`src/rtl/cluster_dma_pkg.sv`:
```
// Shared cluster DMA types: the 2D transfer descriptor and flag bit positions.
package cluster_dma_pkg;

    // Bit positions inside the 3-bit flag field {deburst, decouple, serialize}
    localparam int unsigned DEBURST   = 2;
    localparam int unsigned DECOUPLE  = 1;
    localparam int unsigned SERIALIZE = 0;

    typedef logic [2:0] dma_flags_t;

    // Arbitrated 2D transfer descriptor as produced by the frontend
    typedef struct packed {
        logic [31:0] src;
        logic [31:0] dst;
        logic [31:0] num_bytes;
        logic [31:0] src_stride;
        logic [31:0] dst_stride;
        logic [31:0] num_reps;
        logic        is_2d;
        dma_flags_t  flags;
    } twod_req_t;

endpackage

```
`src/rtl/cluster_dma_twod_midend.sv`:
```
// 2D-to-1D midend: splits one 2D descriptor into num_reps strided 1D bursts.
// All outputs come from registers; only in_ready_o looks at out_ready_i so a
// new descriptor can be taken on the final-burst handshake without a bubble.
module cluster_dma_twod_midend
    import cluster_dma_pkg::*;
#(
    parameter int unsigned AddrWidth     = 32,
    parameter int unsigned NumBytesWidth = 32,
    parameter int unsigned RepWidth      = 32
) (
    input  logic                     clk_i,
    input  logic                     rst_ni,
    input  logic                     in_valid_i,
    output logic                     in_ready_o,
    input  logic [AddrWidth-1:0]     in_src_i,
    input  logic [AddrWidth-1:0]     in_dst_i,
    input  logic [NumBytesWidth-1:0] in_num_bytes_i,
    input  logic [AddrWidth-1:0]     in_src_stride_i,
    input  logic [AddrWidth-1:0]     in_dst_stride_i,
    input  logic [RepWidth-1:0]      in_num_reps_i,
    input  logic                     in_is_2d_i,
    input  logic [2:0]               in_flags_i,
    output logic                     out_valid_o,
    input  logic                     out_ready_i,
    output logic [AddrWidth-1:0]     out_src_o,
    output logic [AddrWidth-1:0]     out_dst_o,
    output logic [NumBytesWidth-1:0] out_num_bytes_o,
    output logic [2:0]               out_flags_o,
    output logic                     out_last_o,
    output logic                     busy_o
);

    typedef enum logic {
        IDLE = 1'b0,
        BUSY = 1'b1
    } state_e;

    state_e                   state_q, state_d;
    logic [AddrWidth-1:0]     src_q, src_d;
    logic [AddrWidth-1:0]     dst_q, dst_d;
    logic [NumBytesWidth-1:0] num_bytes_q, num_bytes_d;
    logic [AddrWidth-1:0]     src_stride_q, src_stride_d;
    logic [AddrWidth-1:0]     dst_stride_q, dst_stride_d;
    logic [RepWidth-1:0]      reps_q, reps_d;
    dma_flags_t               flags_q, flags_d;

    logic is_busy;
    logic is_last;
    logic out_hs;
    logic in_hs;

    // Handshake decode; ready reopens on the final burst for back-to-back transfers
    always_comb begin
        is_busy    = (state_q == BUSY);
        is_last    = is_busy && (reps_q == RepWidth'(1));
        out_hs     = is_busy && out_ready_i;
        in_ready_o = !is_busy || (out_hs && is_last);
        in_hs      = in_valid_i && in_ready_o;
    end

    // Next-state: load a descriptor, step addresses per burst, or fall back to IDLE
    always_comb begin
        state_d      = state_q;
        src_d        = src_q;
        dst_d        = dst_q;
        num_bytes_d  = num_bytes_q;
        src_stride_d = src_stride_q;
        dst_stride_d = dst_stride_q;
        reps_d       = reps_q;
        flags_d      = flags_q;

        if (in_hs) begin
            state_d      = BUSY;
            src_d        = in_src_i;
            dst_d        = in_dst_i;
            num_bytes_d  = in_num_bytes_i;
            src_stride_d = in_src_stride_i;
            dst_stride_d = in_dst_stride_i;
            flags_d      = in_flags_i;
            if (!in_is_2d_i || (in_num_reps_i == '0)) begin
                reps_d = RepWidth'(1);
            end else begin
                reps_d = in_num_reps_i;
            end
        end else if (out_hs && is_last) begin
            state_d = IDLE;
        end else if (out_hs) begin
            src_d  = src_q + src_stride_q;
            dst_d  = dst_q + dst_stride_q;
            reps_d = reps_q - RepWidth'(1);
        end
    end

    // State and datapath registers, cleared asynchronously
    always_ff @(posedge clk_i or negedge rst_ni) begin
        if (!rst_ni) begin
            state_q      <= IDLE;
            src_q        <= '0;
            dst_q        <= '0;
            num_bytes_q  <= '0;
            src_stride_q <= '0;
            dst_stride_q <= '0;
            reps_q       <= '0;
            flags_q      <= '0;
        end else begin
            state_q      <= state_d;
            src_q        <= src_d;
            dst_q        <= dst_d;
            num_bytes_q  <= num_bytes_d;
            src_stride_q <= src_stride_d;
            dst_stride_q <= dst_stride_d;
            reps_q       <= reps_d;
            flags_q      <= flags_d;
        end
    end

    // Outputs straight from the registers
    always_comb begin
        out_valid_o     = is_busy;
        out_last_o      = is_last;
        busy_o          = is_busy;
        out_src_o       = src_q;
        out_dst_o       = dst_q;
        out_num_bytes_o = num_bytes_q;
        out_flags_o     = flags_q;
    end

endmodule

```
`config.mk`:
```
export PLATFORM = sky130hd
export DESIGN_NAME = cluster_dma_twod_midend
export DESIGN_NICKNAME = d
export VERILOG_FILES = /design/src/rtl/cluster_dma_pkg.sv /design/src/rtl/cluster_dma_twod_midend.sv
export SDC_FILE = /design/constraint.sdc
export NUM_CORES = 1
export LEC_CHECK = 0
export CORE_MARGIN = 2
export CORE_UTILIZATION = 58
export DETAILED_ROUTE_END_ITERATION = 8
export DONT_BUFFER_PORTS = 1
export GPL_TIMING_DRIVEN = 0
export PLACE_DENSITY = 0.76
export SLEW_MARGIN = 5
export SYNTH_ARGS = -nofsm -noshare
export SYNTH_HDL_FRONTEND = slang
export SYNTH_SLANG_ARGS = --single-unit
```
`constraint.sdc`:
```
create_clock -name clk_i -period 2.9 [get_ports clk_i]
set_clock_uncertainty 0.05 [all_clocks]
set_input_delay 0.435 -clock clk_i [delete_from_list [all_inputs] [get_ports clk_i]]
set_output_delay 0.435 -clock clk_i [all_outputs]
set_load 0.05 [all_outputs]
```
==> impl_metrics.csv, run 1 <==
group,metric,value,unit
clock_network,cts-buffers-inserted,17,
yosys,ys_types,72,
setup_path,cp_max_fo,3,
pwr,switching_share,0.470,
grt,overflow,0,
route,wl_per_cell,21.7,um
setup_path,start_kind,"register",
sta,setup_viol,41,
min_path,hold_path.class,"in -> async",
grt,grtUsageMet1,0.428,
floorplanning,initial_utilization,0.586,
grt,grt_pass1_vias,10800,
sta,min_period,3.14,ns
floorplanning,fp-row-count,52,
pwr,ir_drop,0.729,mV
grt,antenna_found_initial,0,
grt,grt_max_degree,197,
sta,setup_ws,-0.236,ns
layout,nNetsFinal,1787,
layout,final_layout_size_suffix_gt1_frac,0.211,
yosys,yosys_warnings,0,
placed_design,post_dp_cell_area,12200,sq um
sta,slew_violations,0,
yosys,avgSynthCellArea,8.06,sq um
grt,grt_util_met3,0.0956,
yosys,ys_top_cells_by_area,"dfrtp_1, nand2_1, a21oi_1",
route,drc,0,
sta,hold_viol,196,
clock_network,cts_tree,"yes",
pwr,p_comb_frac,0.282,
layout,fillers,1599,
floorplanning,die-height,146,um
route,drtPass1Iterations,6,
pwr,switching_power,5310,uW
clock_network,htreeDepth,4,
clock_network,clkSinkCount,196,
clock_network,cts.clk_slew.worst_paths,0.08,ns
yosys,synthTopCellsByCount,"nand2_1, dfrtp_1, a21oi_1",
route,routed_wl,39.2,mm
layout,antennaDiodeCount,0,
layout,final_area,14300,sq um
pwr,intPower,5990,uW
placed_design,io_buffers,0,
pwr,power_frac_seq,0.510,
placed_design,place_hpwl,26.6,mm
setup_path,critPathRequiredTime,3.22,ns
yosys,synth_ff_type,"dfrtp_1",
grt,grt_use_total,0.343,
sta,slew_headroom,0.572,
sta,hold_ws,-0.371,ns
route,via_count,11300,
sta,worst_slew_pin_slew,0.635,ns
grt,busiest_layer,"met2",
floorplanning,coreArea,20000,sq um
yosys,ys_seq_area_frac,0.417,
route,vias_per_cell,6.26,
outcome,violations,"hold timing, setup timing",
placed_design,pre_cts_ws,-0.689,ns
floorplanning,ios,303,
yosys,synth_top_area_share,0.417,
pwr,p_leak,0.00683,uW
yosys,synth_top_area_cell,"dfrtp_1",
flow_run,cap_violations,0,
sta,min_period_over_period,1.08,
setup_path,critPathArrivalTime,3.45,ns
route,drt_iter0_markers,990,
yosys,synth_area,11800,sq um
outcome,status,"finished with violations",
grt,grt_pass1_wl,57.3,mm
pwr,power.share.clock,0.208,
yosys,synth_fp_nets,1724,
yosys,synth_cells,1458,
placed_design,place.gp.congestion,0.960,
layout,syn2layout_area_growth,22.0,%
clock_network,cts_root_buf,"clkbuf_16",
clock_network,clockBufferDepth,2,
grt,grt_use_met2,0.567,
yosys,ys_ff_latch,196,
sta,fmax,319,MHz
setup_path,endpoint_kind,"register",
yosys,synthArstFlopShare,1.00,
floorplanning,die_w,146,um
clock_network,clk_latency,0.45,ns
setup_path,critical_path_class,"reg -> reg",
yosys,yosysMostFrequentCell,"nand2_1",
sta,fin_setup_tns,-2.35,ns
yosys,synth_edf_count,0,
pwr,power.density,788,nW/um^2
sta,rsz0062_at_grt,"yes",
route,drt.antenna.violating_nets,0,
floorplanning,dieArea,21400,sq um
-- cell families (layout without fill, tap and decap cells) --
logic type / Yosys count / in the layout / synth area share
xor gates and xnor gates: 50 / 50 / 0.0373
DFF: 196 / 196 / 0.417
buffers and inverters: 95 / 171 / 0.0356
and+or+nand+nor: 655 / 655 / 0.234
muxes: 4 / 4 / 0.00351
AOI/OAI and AO/OA: 392 / 392 / 0.201
adders and majority gates: 66 / 66 / 0.0716
-- critical path: stages (launching register included) --
cell and delay, ns:
dfrtp_2 0.58, ha_4 0.27, and3_4 0.16, a221o_1 0.35, a221oi_2 0.32, a21oi_2 0.12, o21a_1 0.21, buf_4 0.15
o2111a_2 0.30, o21ai_2 0.15, nand3b_1 0.11, xor2_1 0.16, o21ai_1 0.14
-- cell usage in the layout (no fill, tap or decap), types with 27 or more instances in the layout --
cell       n
a21o_1    32
nor2_1   134
a21oi_1  140
ha_1      37
a31oi_1   27
ha_4      27
buf_4     44
nand2_1  394
o21ai_0   51
dfrtp_2   36
dfrtp_1  159
a21oi_2   31
-- per-layer routing --
metal,vias to the layer above,routed length (um)
li1,5168,-
met1,5451,15400
met2,558,18600
met3,112,3690
met4,0,1500
met5,-,0
-- power groups by stage --
stage / clock network [uW] / logic, uW / registers (uW)
2_1_floorplan: 0 / 2140 / 5380
3_3_place_gp: 0 / 2500 / 5640
3_5_place_dp: 0 / 2590 / 5650
4_1_cts: 2340 / 2820 / 5680
5_1_grt: 2430 / 3520 / 5820
6_report: 2350 / 3190 / 5760
-- area by class of cell --
cell class                 count  area (sq um)  area share
multi-input combinational   1167          7310       0.510
clock buffer                  19           443      0.0309
buffer                        65           591      0.0412
timing repair buffer          48           480      0.0335
tap                          270           338      0.0236
inverter                      26          97.6     0.00681
sequential                   196          4950       0.346
clock inverter                13           115     0.00803
-- final timing paths --
| check | startpoint | end | slack (ns) | cells past startpoint |
|---|---|---|---|---|
| max | out_dst_o[7]$_DFFE_PN0P_ | out_dst_o[31]$_DFFE_PN0P_ | -0.24 | 12 |
| min in group clk_i | in_flags_i[2] | out_flags_o[2]$_DFFE_PN0P_ | 0.04 | 2 |
| min | rst_ni | dst_stride_q[25]$_DFFE_PN0P_ | -0.37 | 0 |
| min reg2reg | dst_stride_q[2]$_DFFE_PN0P_ | dst_stride_q[2]$_DFFE_PN0P_ | 0.44 | 2 |
| max reg2reg | out_dst_o[7]$_DFFE_PN0P_ | out_dst_o[31]$_DFFE_PN0P_ | -0.24 | 12 |
| max in group asynchronous | rst_ni | out_src_o[9]$_DFFE_PN0P_ | 2.80 | 0 |
-- through the flow --
stage | power [uW] | instances | util
2_1_floorplan | 7520 | 1458 | -
3_3_place_gp | 8130 | 1728 | 0.608
3_5_place_dp | 8240 | 1728 | 0.608
4_1_cts | 10900 | 1772 | 0.666
5_1_grt | 11800 | 1804 | 0.715
6_report | 11300 | 1804 | 0.715
-- timing repair --
item | 4_1_cts | 5_1_grt
hold endpoints to repair | 196 | 196
cloned | 0 | 7
pin swaps | 29 | 63
buffers inserted | 15 | 27
setup endpoints to repair | 197 | 186
gates resized for setup | 138 | 210
-- flip-flops by register name (all words and copies together) (netlist names) --
name	cells
out_src_o	32
out_num_bytes_o	32
dst_stride_q	32
src_stride_q	32
out_flags_o	3
busy_o	1
out_dst_o	32
reps_q	32
No activity file was read; power rests on OpenSTA's default activity.
==> run 2, diff against run 1 <==
--- a/config.mk
+++ b/config.mk
@@ -15,3 +15,4 @@
 export SYNTH_ARGS = -nofsm -noshare
 export SYNTH_HDL_FRONTEND = slang
 export SYNTH_SLANG_ARGS = --single-unit
+export TNS_END_PERCENT = 5
==> run 2 against run 1 <==
  * Largest power group unchanged
  * Worst hold slack barely moved
  * The run still ends with hold timing, setup timing left
  * Critical path type unchanged
  * Routed wire length fell by 5.3%
  * Sequential cell count did not move
  * Global-route usage fell by 0.38 points
  * Combinational power fell by 7.5%
==> impl_metrics.csv, run 2 (synthesized netlist as in run 1, its figures left out) <==
group,metric,value,unit
floorplanning,initial_utilization,0.586,
route,drc,0,
route,drt.antenna.violating_nets,0,
route,drtPass1Iterations,5,
sta,slew_violations,0,
sta,fin_setup_tns,-1.82,ns
layout,fillers,1700,
clock_network,clkSinkCount,196,
sta,hold_viol,196,
sta,min_period_over_period,1.10,
clock_network,cts.clk_slew.worst_paths,0.08,ns
sta,setup_ws,-0.276,ns
grt,antenna_found_initial,1,
floorplanning,dieArea,21400,sq um
route,drt_iter0_markers,936,
setup_path,critPathArrivalTime,3.45,ns
placed_design,place.gp.congestion,0.952,
layout,mostFrequentLayoutCell,"nand2_1",
min_path,hold_path.class,"in -> async",
sta,min_period,3.18,ns
sta,worst_slew_pin_slew,0.656,ns
outcome,violations,"hold timing, setup timing",
clock_network,cts-buffers-inserted,17,
grt,grt_use_total,0.339,
floorplanning,ios,303,
placed_design,place_hpwl,26.6,mm
outcome,status,"finished with violations",
grt,overflow,0,
clock_network,clk_latency,0.45,ns
sta,setup_viol,16,
floorplanning,fp-row-count,52,
clock_network,cts_tree,"yes",
grt,grt_pass1_wl,56.7,mm
setup_path,reg2regPathDepth,11,
setup_path,critPathRequiredTime,3.18,ns
clock_network,cts_root_buf,"clkbuf_16",
route,vias_per_cell,6.14,
pwr,intPower,5810,uW
clock_network,clockBufferDepth,2,
pwr,power.density,815,nW/um^2
grt,grt_pass1_vias,10600,
pwr,switching_power,5190,uW
route,routed_wl,37.1,mm
pwr,switching_share,0.472,
placed_design,pre_cts_ws,-0.733,ns
clock_network,htreeDepth,4,
sta,fmax,315,MHz
floorplanning,die-height,146,um
setup_path,start_kind,"register",
placed_design,io_buffers,0,
floorplanning,coreArea,20000,sq um
floorplanning,die_w,146,um
route,via_count,11000,
grt,grt_max_degree,197,
setup_path,startpoint,"out_dst_o[7]$_DFFE_PN0P_",
layout,layout_common_cells,"nand2_1, dfrtp_1, a21oi_1, nor2_1, o21ai_0",
setup_path,cp_max_fo,3,
layout,final_area,13500,sq um
pwr,ir_drop,0.499,mV
setup_path,critical_path_class,"reg -> reg",
layout,final_layout_size_suffix_gt1_frac,0.161,
placed_design,post_dp_cell_area,12200,sq um
pwr,p_comb_frac,0.269,
pwr,p_leak,0.00659,uW
layout,nNetsFinal,1765,
sta,slew_headroom,0.558,
sta,rsz0062_at_grt,"yes",
setup_path,r2r_start,"out_dst_o[7]$_DFFE_PN0P_",
route,wl_per_cell,20.8,um
layout,syn2layout_area_growth,14.8,%
setup_path,endpoint_kind,"register",
sta,hold_ws,-0.371,ns
pwr,power_frac_seq,0.517,
flow_run,cap_violations,0,
pwr,power.share.clock,0.215,
layout,utilization,0.673,
run 2: power by group through the flow:
stage	registers (uW)	clock network [uW]	logic [uW]
detailed placement	5650	0	2590
global placement	5630	0	2500
finish	5680	2360	2950
global route	5750	2480	3290
CTS	5640	2370	2740
floorplan	5370	0	2130
run 2: cell type report:
class                           instances  area [sq um]  share of cell area
Multi-Input combinational cell       1167          6860               0.508
Sequential cell                       196          4950               0.367
Buffer                                 65           480              0.0356
Clock buffer                           17           425              0.0315
Tap cell                              270           338              0.0250
Timing Repair Buffer                   26           195              0.0145
Clock inverter                         15           143              0.0106
Inverter                               26          97.6             0.00723
Antenna cell                            1          2.50            0.000185
run 2: metal layers:
metal / wire [um] / vias to the layer above / global-route usage / part of all wire
li1: - / 5123 / - / -
met1: 15000 / 5256 / 0.439 / 0.41
met2: 17500 / 498 / 0.540 / 0.47
met3: 3530 / 76 / 0.108 / 0.095
met4: 1010 / 0 / 0.117 / 0.027
met5: 0 / - / 0 / 0
run 2: path summary, 6_finish.rpt:
check | slack [ns] | endpoint
max reg2reg | -0.28 | out_dst_o[25]$_DFFE_PN0P_
max in group asynchronous | 2.76 | out_src_o[18]$_DFFE_PN0P_
min | -0.37 | reps_q[20]$_DFFE_PN0P_
min reg2reg | 0.43 | src_stride_q[27]$_DFFE_PN0P_
min in group clk_i | 0.04 | src_stride_q[11]$_DFFE_PN0P_
max | -0.28 | out_dst_o[25]$_DFFE_PN0P_
run 2: worst max-delay path: stages, from the launching register on:
cell and delay, ns:
dfrtp_2 0.58, ha_4 0.27, a21o_2 0.21, a221o_1 0.33
a221oi_2 0.33, a21oi_2 0.12, o21a_1 0.23, o21a_1 0.19
or3_1 0.32, a31oi_2 0.21, xnor2_1 0.15, o21ai_1 0.07
run 2: through the flow:
step                instances  total power [uW]
floorplan                1458              7500
global route             1782             11500
global placement         1728              8130
detailed placement       1728              8230
finish                   1783             11000
CTS                      1766             10700
run 2: timing repair:
action,CTS,global route
endpoints found under the hold margin,196,196
pin swaps,21,37
resized for setup,100,109
buffers inserted,10,16
endpoints found under the setup margin,197,189
